===== config.mk =====
export PLATFORM = sky130hd
export DESIGN_NAME = scaler_stream_core_flat
export DESIGN_NICKNAME = d
export VERILOG_FILES = /design/src/rtl/scaler_stream_if.sv /design/src/rtl/scaler_stream_core.sv /design/src/flat_wrapper.sv
export SDC_FILE = /design/constraint.sdc
export NUM_CORES = 2
export LEC_CHECK = 0
export BUFFER_PORTS_ARGS = -buffer_cell sky130_fd_sc_hd__buf_2
export CAP_MARGIN = 25
export CORE_ASPECT_RATIO = 1.4
export CORE_MARGIN = 8
export CORE_UTILIZATION = 35
export CTS_CLUSTER_DIAMETER = 80
export DETAILED_ROUTE_END_ITERATION = 16
export SYNTH_ARGS = -nofsm -noshare
export SYNTH_HDL_FRONTEND = slang
export SYNTH_SLANG_ARGS = --single-unit

===== constraint.sdc =====
create_clock -name clk -period 14.87 [get_ports clk]
set_input_delay 2.2305 -clock clk [delete_from_list [all_inputs] [get_ports clk]]
set_output_delay 2.2305 -clock clk [all_outputs]
set_load 0.05 [all_outputs]

===== src/rtl/scaler_stream_if.sv =====
// Stream interface for scaler_stream_core: frame control, pixel input and pixel output.
// The slave modport is the core's view; the master modport is the driver/sink view.
interface scaler_stream_if #(
  parameter int PIX_W = 8
);
  logic             start;
  logic [1:0]       mode;
  logic             in_valid;
  logic             in_ready;
  logic [PIX_W-1:0] in_pixel;
  logic             out_valid;
  logic             out_ready;
  logic [PIX_W-1:0] out_pixel;
  logic             out_last;
  logic             busy;
  logic             done;

  modport slave (
    input  start, mode, in_valid, in_pixel, out_ready,
    output in_ready, out_valid, out_pixel, out_last, busy, done
  );

  modport master (
    output start, mode, in_valid, in_pixel, out_ready,
    input  in_ready, out_valid, out_pixel, out_last, busy, done
  );
endinterface


===== src/rtl/scaler_stream_core.sv =====
// scaler_stream_core: streaming frame resampler (pass / 2x decimate / 2x2 average / 2x zoom).
// One IMG_W-entry line buffer holds pair sums (average) or a full row (zoom replay).
// Optional feature macro: AVG_ROUND_EN -- average mode adds 2 before the >>2 (round half up);
// when undefined the average truncates.
module scaler_stream_core #(
  parameter int PIX_W = 8,
  parameter int IMG_W = 320,
  parameter int IMG_H = 240
) (
  input  logic            clk,
  input  logic            rst,
  scaler_stream_if.slave  s
);

  if ((IMG_W % 2) != 0 || IMG_W < 2) begin : g_bad_img_w
    $error("scaler_stream_core: IMG_W must be even and >= 2");
  end
  if ((IMG_H % 2) != 0 || IMG_H < 2) begin : g_bad_img_h
    $error("scaler_stream_core: IMG_H must be even and >= 2");
  end

  localparam int XW = $clog2(IMG_W);
  localparam int YW = $clog2(IMG_H);
  localparam int MW = PIX_W + 1;
  localparam int SW = PIX_W + 2;

  localparam logic [XW-1:0] X_LAST = XW'(IMG_W - 1);
  localparam logic [XW-1:0] X_PEN  = XW'(IMG_W - 2);
  localparam logic [YW-1:0] Y_LAST = YW'(IMG_H - 1);
  localparam logic [YW-1:0] Y_PEN  = YW'(IMG_H - 2);

`ifdef AVG_ROUND_EN
  localparam logic [SW-1:0] AVG_RND = SW'(2);
`else
  localparam logic [SW-1:0] AVG_RND = SW'(0);
`endif

  typedef enum logic [1:0] {ST_IDLE, ST_RUN, ST_REPLAY, ST_FLUSH} state_t;
  typedef enum logic [1:0] {M_PASS = 2'b00, M_DEC = 2'b01, M_AVG = 2'b10, M_ZOOM = 2'b11} mode_t;

  state_t           state_q, state_d;
  mode_t            mode_q, mode_d;
  logic [XW-1:0]    x_q, x_d;
  logic [YW-1:0]    y_q, y_d;
  logic             in_done_q, in_done_d;   // final input pixel of the frame consumed
  logic             dup_q, dup_d;           // zoom: second horizontal copy still owed
  logic             row_end_q, row_end_d;   // zoom: the owed copy closes a row
  logic [XW-1:0]    rep_idx_q, rep_idx_d;
  logic             rep_ph_q, rep_ph_d;
  logic [PIX_W-1:0] prev_q, prev_d;
  logic             out_valid_q, out_valid_d;
  logic [PIX_W-1:0] out_pixel_q, out_pixel_d;
  logic             out_last_q, out_last_d;
  logic             done_q, done_d;

  logic [MW-1:0]    line_buf [IMG_W];
  logic [MW-1:0]    rd_q;
  logic             wr_en;
  logic [XW-1:0]    wr_addr;
  logic [MW-1:0]    wr_data;
  logic [XW-1:0]    rd_addr;

  logic             out_free;
  logic             drop;
  logic             in_ready;
  logic             accept;
  logic             at_x_last;
  logic             at_y_last;
  logic [MW-1:0]    pair_sum;
  logic [SW-1:0]    avg_sum;
  logic [PIX_W-1:0] avg_pix;
  logic             ld;
  logic [PIX_W-1:0] ld_pix;
  logic             ld_last;

  assign out_free  = !out_valid_q || s.out_ready;
  assign at_x_last = (x_q == X_LAST);
  assign at_y_last = (y_q == Y_LAST);
  assign pair_sum  = {1'b0, prev_q} + {1'b0, s.in_pixel};
  assign avg_sum   = {1'b0, rd_q} + {2'b00, prev_q} + {2'b00, s.in_pixel} + AVG_RND;
  assign avg_pix   = PIX_W'(avg_sum >> 2);

  // Pixels that produce no output are dropped and never wait on the output register.
  always_comb begin
    drop = 1'b0;
    case (mode_q)
      M_DEC:   drop = x_q[0] || y_q[0];
      M_AVG:   drop = !(x_q[0] && y_q[0]);
      default: drop = 1'b0;
    endcase
  end

  assign in_ready = (state_q == ST_RUN) && !dup_q && (drop || out_free);
  assign accept   = s.in_valid && in_ready;

  // Next-state, counters, line-buffer write and output-register load.
  always_comb begin
    // NOTE: every signal gets its default first so no path leaves one unassigned (no latches).
    state_d     = state_q;
    mode_d      = mode_q;
    x_d         = x_q;
    y_d         = y_q;
    in_done_d   = in_done_q;
    dup_d       = dup_q;
    row_end_d   = row_end_q;
    rep_idx_d   = rep_idx_q;
    rep_ph_d    = rep_ph_q;
    prev_d      = prev_q;
    done_d      = 1'b0;
    wr_en       = 1'b0;
    wr_addr     = x_q;
    wr_data     = '0;
    ld          = 1'b0;
    ld_pix      = out_pixel_q;
    ld_last     = 1'b0;

    case (state_q)
      ST_IDLE: begin
        if (s.start) begin
          state_d   = ST_RUN;
          mode_d    = mode_t'(s.mode);
          x_d       = '0;
          y_d       = '0;
          in_done_d = 1'b0;
          dup_d     = 1'b0;
        end
      end

      ST_RUN: begin
        if (dup_q) begin
          if (out_free) begin
            ld    = 1'b1;
            dup_d = 1'b0;
            if (row_end_q) begin
              state_d   = ST_REPLAY;
              rep_idx_d = '0;
              rep_ph_d  = 1'b0;
            end
          end
        end else if (accept) begin
          prev_d = s.in_pixel;
          if (at_x_last) begin
            x_d = '0;
            if (at_y_last) begin
              y_d       = '0;
              in_done_d = 1'b1;
            end else begin
              y_d = y_q + YW'(1);
            end
          end else begin
            x_d = x_q + XW'(1);
          end

          case (mode_q)
            M_PASS: begin
              ld      = 1'b1;
              ld_pix  = s.in_pixel;
              ld_last = at_x_last && at_y_last;
            end
            M_DEC: begin
              ld      = !drop;
              ld_pix  = s.in_pixel;
              ld_last = (x_q == X_PEN) && (y_q == Y_PEN);
            end
            M_AVG: begin
              if (!y_q[0] && x_q[0]) begin
                wr_en   = 1'b1;
                wr_addr = x_q >> 1;
                wr_data = pair_sum;
              end
              ld      = !drop;
              ld_pix  = avg_pix;
              ld_last = at_x_last && at_y_last;
            end
            M_ZOOM: begin
              wr_en     = 1'b1;
              wr_addr   = x_q;
              wr_data   = {1'b0, s.in_pixel};
              ld        = 1'b1;
              ld_pix    = s.in_pixel;
              dup_d     = 1'b1;
              row_end_d = at_x_last;
            end
            default: ;
          endcase

          if (mode_q != M_ZOOM && at_x_last && at_y_last) state_d = ST_FLUSH;
        end
      end

      ST_REPLAY: begin
        if (out_free) begin
          ld     = 1'b1;
          ld_pix = rd_q[PIX_W-1:0];
          if (!rep_ph_q) begin
            rep_ph_d = 1'b1;
          end else begin
            rep_ph_d = 1'b0;
            if (rep_idx_q == X_LAST) begin
              rep_idx_d = '0;
              ld_last   = in_done_q;
              state_d   = in_done_q ? ST_FLUSH : ST_RUN;
            end else begin
              rep_idx_d = rep_idx_q + XW'(1);
            end
          end
        end
      end

      ST_FLUSH: begin
        if (out_free) begin
          done_d  = 1'b1;
          state_d = ST_IDLE;
        end
      end

      default: state_d = ST_IDLE;
    endcase

    out_valid_d = out_valid_q;
    out_pixel_d = out_pixel_q;
    out_last_d  = out_last_q;
    if (ld) begin
      out_valid_d = 1'b1;
      out_pixel_d = ld_pix;
      out_last_d  = ld_last;
    end else if (out_free) begin
      out_valid_d = 1'b0;
      out_last_d  = 1'b0;
    end

    // Address for next cycle's read: replay index in REPLAY, pair slot of the next pixel otherwise.
    rd_addr = (state_d == ST_REPLAY) ? rep_idx_d : (x_d >> 1);
  end

  // State and datapath registers with synchronous reset.
  always_ff @(posedge clk) begin
    // NOTE: sequential state uses non-blocking assignments so all registers update together.
    if (rst) begin
      state_q     <= ST_IDLE;
      mode_q      <= M_PASS;
      x_q         <= '0;
      y_q         <= '0;
      in_done_q   <= 1'b0;
      dup_q       <= 1'b0;
      row_end_q   <= 1'b0;
      rep_idx_q   <= '0;
      rep_ph_q    <= 1'b0;
      prev_q      <= '0;
      out_valid_q <= 1'b0;
      out_pixel_q <= '0;
      out_last_q  <= 1'b0;
      done_q      <= 1'b0;
    end else begin
      state_q     <= state_d;
      mode_q      <= mode_d;
      x_q         <= x_d;
      y_q         <= y_d;
      in_done_q   <= in_done_d;
      dup_q       <= dup_d;
      row_end_q   <= row_end_d;
      rep_idx_q   <= rep_idx_d;
      rep_ph_q    <= rep_ph_d;
      prev_q      <= prev_d;
      out_valid_q <= out_valid_d;
      out_pixel_q <= out_pixel_d;
      out_last_q  <= out_last_d;
      done_q      <= done_d;
    end
  end

  // Line buffer: one write port, one synchronous read port.
  always_ff @(posedge clk) begin
    // NOTE: the buffer is deliberately not reset; every entry is written before it is read.
    if (wr_en) line_buf[wr_addr] <= wr_data;
    rd_q <= line_buf[rd_addr];
  end

  assign s.in_ready  = in_ready;
  assign s.out_valid = out_valid_q;
  assign s.out_pixel = out_pixel_q;
  assign s.out_last  = out_last_q;
  assign s.busy      = (state_q != ST_IDLE);
  assign s.done      = done_q;

endmodule


===== src/flat_wrapper.sv =====
// flat-port wrapper written by rule: the top's interface ports become plain ports
module scaler_stream_core_flat 
#(
  parameter int PIX_W = 8,
  parameter int IMG_W = 320,
  parameter int IMG_H = 240
)
  (clk, rst, s_start, s_mode, s_in_valid, s_in_pixel, s_out_ready, s_in_ready, s_out_valid, s_out_pixel, s_out_last, s_busy, s_done);
  scaler_stream_if #(.PIX_W(PIX_W)) s_i ();
  input  logic clk;
  input  logic rst;
  input wire logic [$bits(s_i.start)-1:0] s_start;
  input wire logic [$bits(s_i.mode)-1:0] s_mode;
  input wire logic [$bits(s_i.in_valid)-1:0] s_in_valid;
  input wire logic [$bits(s_i.in_pixel)-1:0] s_in_pixel;
  input wire logic [$bits(s_i.out_ready)-1:0] s_out_ready;
  output wire logic [$bits(s_i.in_ready)-1:0] s_in_ready;
  output wire logic [$bits(s_i.out_valid)-1:0] s_out_valid;
  output wire logic [$bits(s_i.out_pixel)-1:0] s_out_pixel;
  output wire logic [$bits(s_i.out_last)-1:0] s_out_last;
  output wire logic [$bits(s_i.busy)-1:0] s_busy;
  output wire logic [$bits(s_i.done)-1:0] s_done;
  assign s_i.start = s_start;
  assign s_i.mode = s_mode;
  assign s_i.in_valid = s_in_valid;
  assign s_i.in_pixel = s_in_pixel;
  assign s_i.out_ready = s_out_ready;
  assign s_in_ready = s_i.in_ready;
  assign s_out_valid = s_i.out_valid;
  assign s_out_pixel = s_i.out_pixel;
  assign s_out_last = s_i.out_last;
  assign s_busy = s_i.busy;
  assign s_done = s_i.done;
  scaler_stream_core #(.PIX_W(PIX_W), .IMG_W(IMG_W), .IMG_H(IMG_H)) u_core (.clk(clk), .rst(rst), .s(s_i));
endmodule

==> reports/summary.txt <==
==================================================================================================
Final worst-path cycle share                                                                 0.579
Boundary pin count                                                                              28
Most frequent standard cell in the layout excluding fill and tap cells                sky130_fd_sc_hd__edfxtp_1
Per-cell via count in the routed design                                                       5.57
Switching power                                                                            3.23 mW
Via count of the first global-routing pass                                                  70,600
Half-perimeter wire length after placement                                                  206 mm
Clock transition time at the flip-flop clock pins of the worst setup and hold paths          70 ps
Number of buffers created by CTS                                                               275
Length in cells of the worst reg-to-reg path                                                    18
Source of the critical timing path                                                     s_out_ready
Final setup violation count                                                                      0
Routed wire length                                                                          345 mm
Critical Path Fanout Max                                                                       107
Largest vdd supply drop                                                                0.0000825 V
Part of the power in the clock network                                                       0.433
Sum of negative setup slack                                                                   0 ps
Delay-heaviest family, CP                                                             simple AND/OR/NAND/NOR gates
Number of nets in the finished design                                                        8,436
Buffering stage count on the worst path with inverters included                                  4
CTS tree                                                                                     built
Crit path cell chain                                                                  buf_2 > nand2b_1 > and2_1 > a211oi_1 > nor2b_1 > o211ai_4 > buf_4 > nand2_8 > buf_12 > buf_4 > mux2i_1 > a221o_1 > a311oi_1 > nor4_1 > nand4_1 > a211oi_1 > nand4_1
Root cell of the clock tree                                                           sky130_fd_sc_hd__clkbuf_16
Critical Path Max Stage Delay                                                               860 ps
Count of H-tree levels built during CTS                                                          5
Post CTS Setup Buffer Count                                                                      0
Worst min-delay path class                                                            flop to flop
Critical path class                                                                   input port to flop
Routability congestion estimate from global placement                                        0.872
Relative max-transition margin                                                              0.0794
Y dimension of the die                                                                 705 microns
Register share of total power                                                                0.555
Post-synthesis cell count                                                                    8,380
Final Total Pwr                                                                            16.2 mW
End point of the critical path                                                        u_core.rd_q[4]
Maximum number of buffers from clock root to sink                                                4
Drt first-iter violations                                                                    7,918
Fmax achieved                                                                              116 MHz
Reg-to-reg setup timing slack                                                              6980 ps
Net count of the mapped netlist                                                              8,434
Post-synth ARST share                                                                            0
Synthesis warning total                                                                          0
Initial antenna violation count                                                                 10
Reg2Reg Capture Point                                                                 u_core.rd_q[4]
Run status                                                                            finished clean
Overall die width                                                                      508 microns
Die area                                                                               0.358 sq mm
Transition at the pin with the smallest max-transition slack                               1380 ps
Antenna-violating nets left                                                                      0
Share of layout cells above drive strength 1                                                0.0910
Critical path data required time                                                         15,580 ps
Post-cts hold buffer count                                                                       0
Sort of element at the end of the critical path                                               flop
Commonest non-fill, non-tap cells in the layout                                       sky130_fd_sc_hd__edfxtp_1, sky130_fd_sc_hd__nand2_1, sky130_fd_sc_hd__mux2i_1, sky130_fd_sc_hd__nand3_1, sky130_fd_sc_hd__nor2_1
Unrepaired setup endpoints after global routing                                              false
Relative contribution of combinational cells to total power                                  0.012
Arrival time reported for the critical path endpoint                                       9320 ps
Final hold violation count                                                                       0
Seq/Total Area, Yosys                                                                        0.739
Effective utilization at floorplan                                                           0.351
Number of synthesized flops with an enable pin                                               2,880
Maximum capacitance violations                                                                   0
Total leakage power                                                                        49.7 nW
Synth cell types                                                                               101
Synth Area per Inst                                                                     14.2 sq um
Syn-to-layout area delta                                                                     12.0%
Cell type of the slowest stage on the worst timing path                               sky130_fd_sc_hd__buf_4
Switching Fraction                                                                           0.200
Kind of start point of the critical path                                                input port
Most frequently used flop master after synthesis                                      sky130_fd_sc_hd__edfxtp_1
Number of cells upsized or downsized after cts                                                   0
Pwr dens                                                                               122 mW/mm^2
Number of synthesized register bits                                                          2,942
Netlist Area Pre-Place                                                                 0.119 sq mm
Crit path depth                                                                                 17
Total DRC errors in the routed layout                                                            0
Latest clock arrival within the worst-skew pair                                             870 ps
Average wire per cell in the routed design                                            26.4 microns
Startpoint of the lowest-slack hold path                                              u_core.s.out_pixel[1]
Total via count after detailed routing                                                      72,700
Standard-cell row count                                                                        253
Fin Hold WS                                                                                 481 ps
Core box area                                                                          0.338 sq mm
Number of clock sinks seen by CTS                                                            2,942
Power Internal                                                                             12.9 mW
Reg-to-Reg Start                                                                      u_core.state_q[1]
Port buffer count                                                                               27
Fin crit period                                                                            8610 ps
Largest net degree at the start of global routing                                              195
First-pass detailed-route iteration total                                                        6
Remaining global-route overflow                                                                  0
Total global-route track usage                                                               0.184
Setup skew after layout                                                                    77.4 ps
Global-route wire length before repair                                                      495 mm
Slew Viols, Final                                                                                0
==================================================================================================
## sequential cells by signal, summed over array words and instances, names as in the netlist, 2 cells and up
name                flops
u_core.rep_idx_q        9
u_core.prev_q           8
u_core.s.out_pixel      8
u_core.state_q          2
u_core.mode_q           2
u_core.y_q              8
u_core.x_q              9
u_core.rd_q             9
u_core.line_buf      2880
## worst min-delay path by stage
| stage | cells past startpoint | endpoint |
|---|---|---|
| 3_5_place_dp | 2 | u_core.s.out_pixel[1] |
| 2_1_floorplan | 2 | u_core.prev_q[0] |
| 6_report | 2 | u_core.s.out_pixel[1] |
| 3_3_place_gp | 2 | u_core.s.out_pixel[1] |
| 5_1_grt | 2 | u_core.s.out_pixel[1] |
| 4_1_cts | 2 | u_core.s.out_pixel[1] |
## routing by layer
layer,vias up,routed length [microns],global-route usage
met4,4,19400,0.0901
met2,3154,173000,0.320
met3,707,24700,0.0273
met5,-,24,0
li1,31800,-,-
met1,37000,128000,0.222
## worst min-delay path, cell delays in order, from the launching register on
cell and delay [ps]:
sky130_fd_sc_hd__dfxtp_1 320, sky130_fd_sc_hd__a21oi_1 60, sky130_fd_sc_hd__nor2_1 70
## power by group through the flow
stage	sequential, mW	clock, mW	combinational, mW
after CTS	8.97	7.10	0.195
final	8.97	7.01	0.197
after detailed placement	9.15	0	0.194
after global routing	8.96	7.38	0.211
after global placement	9.15	0	0.191
after floorplan	9.15	0	0.144
## stage by stage
| step | area [sq um] | cells | utilization | setup WS (ps) |
|---|---|---|---|---|
| detailed placement | 124000 | 12500 | 0.366 | 5590 |
| finish | 133000 | 13000 | 0.393 | 6260 |
| CTS | 133000 | 13000 | 0.392 | 6530 |
| global route | 133000 | 13000 | 0.393 | 6010 |
| global placement | 123000 | 12500 | 0.365 | 5190 |
| floorplan | 119000 | 8380 | - | 1210 |
## final cells by class
| type | count | area, sq um |
|---|---|---|
| Antenna cell | 5 | 12.5 |
| Sequential cell | 2942 | 87700 |
| Inverter | 17 | 63.8 |
| Tap cell | 4462 | 5580 |
| Timing Repair Buffer | 267 | 2310 |
| Fill cell | 30900 | 205000 |
| Clock buffer | 331 | 7230 |
| Multi-Input combinational cell | 4879 | 28600 |
| Clock inverter | 142 | 1460 |
## cell families (layout without fill, tap and decap cells)
logic type | count (synthesis) | count (layout) | synth area share
AO/OA/AOI/OAI | 1201 | 1201 | 0.0706
other | 0 | 5 | 0
AND/OR/NAND/NOR | 2998 | 2998 | 0.109
buffers and inverters | 559 | 757 | 0.0231
XOR/XNOR | 21 | 21 | 0.00155
adder cells (fa/ha/maj) | 39 | 39 | 0.00468
multiplexers | 620 | 620 | 0.0525
flip-flops | 2942 | 2942 | 0.739
## Yosys cell counts (10+ instances only)
| cell | n | area share |
|---|---|---|
| sky130_fd_sc_hd__edfxtp_1 | 2880 | 0.73 |
| sky130_fd_sc_hd__nand2_1 | 1660 | 0.052 |
| sky130_fd_sc_hd__mux2i_1 | 608 | 0.051 |
| sky130_fd_sc_hd__nand3_1 | 504 | 0.021 |
| sky130_fd_sc_hd__nor2_1 | 438 | 0.014 |
| sky130_fd_sc_hd__a21oi_1 | 252 | 0.011 |
| sky130_fd_sc_hd__buf_2 | 225 | 0.0095 |
| sky130_fd_sc_hd__clkbuf_1 | 210 | 0.0066 |
| sky130_fd_sc_hd__o22ai_1 | 180 | 0.0095 |
| sky130_fd_sc_hd__a31oi_1 | 172 | 0.0091 |
| sky130_fd_sc_hd__and3_1 | 143 | 0.0075 |
| sky130_fd_sc_hd__a221o_1 | 85 | 0.0072 |
| sky130_fd_sc_hd__o21ai_0 | 84 | 0.0035 |
| sky130_fd_sc_hd__dfxtp_1 | 62 | 0.010 |
| sky130_fd_sc_hd__nor4_1 | 61 | 0.0032 |
| sky130_fd_sc_hd__a211oi_1 | 59 | 0.0037 |
| sky130_fd_sc_hd__nor3_1 | 56 | 0.0024 |
| sky130_fd_sc_hd__nand4_1 | 54 | 0.0028 |
| sky130_fd_sc_hd__a221oi_1 | 51 | 0.0038 |
| sky130_fd_sc_hd__buf_4 | 50 | 0.0032 |
| sky130_fd_sc_hd__a31o_2 | 37 | 0.0027 |
| sky130_fd_sc_hd__a32oi_1 | 33 | 0.0024 |
| sky130_fd_sc_hd__buf_1 | 33 | 0.0010 |
| sky130_fd_sc_hd__ha_1 | 30 | 0.0032 |
| sky130_fd_sc_hd__a22oi_1 | 27 | 0.0017 |
| sky130_fd_sc_hd__o21ai_1 | 27 | 0.0011 |
| sky130_fd_sc_hd__a311oi_1 | 26 | 0.0019 |
| sky130_fd_sc_hd__buf_6 | 24 | 0.0023 |
| sky130_fd_sc_hd__a32o_1 | 22 | 0.0019 |
| sky130_fd_sc_hd__a21o_1 | 21 | 0.0013 |
| sky130_fd_sc_hd__inv_1 | 17 | 0.00054 |
| sky130_fd_sc_hd__o2111ai_1 | 15 | 0.0011 |
| sky130_fd_sc_hd__nand2b_1 | 14 | 0.00074 |
| sky130_fd_sc_hd__o21bai_1 | 14 | 0.00089 |
| sky130_fd_sc_hd__o41ai_1 | 13 | 0.00096 |
| sky130_fd_sc_hd__xor2_1 | 12 | 0.00089 |
| sky130_fd_sc_hd__nor2b_1 | 11 | 0.00058 |
| sky130_fd_sc_hd__and2_1 | 10 | 0.00053 |
Note: power is estimated with default switching activity, not from simulation.
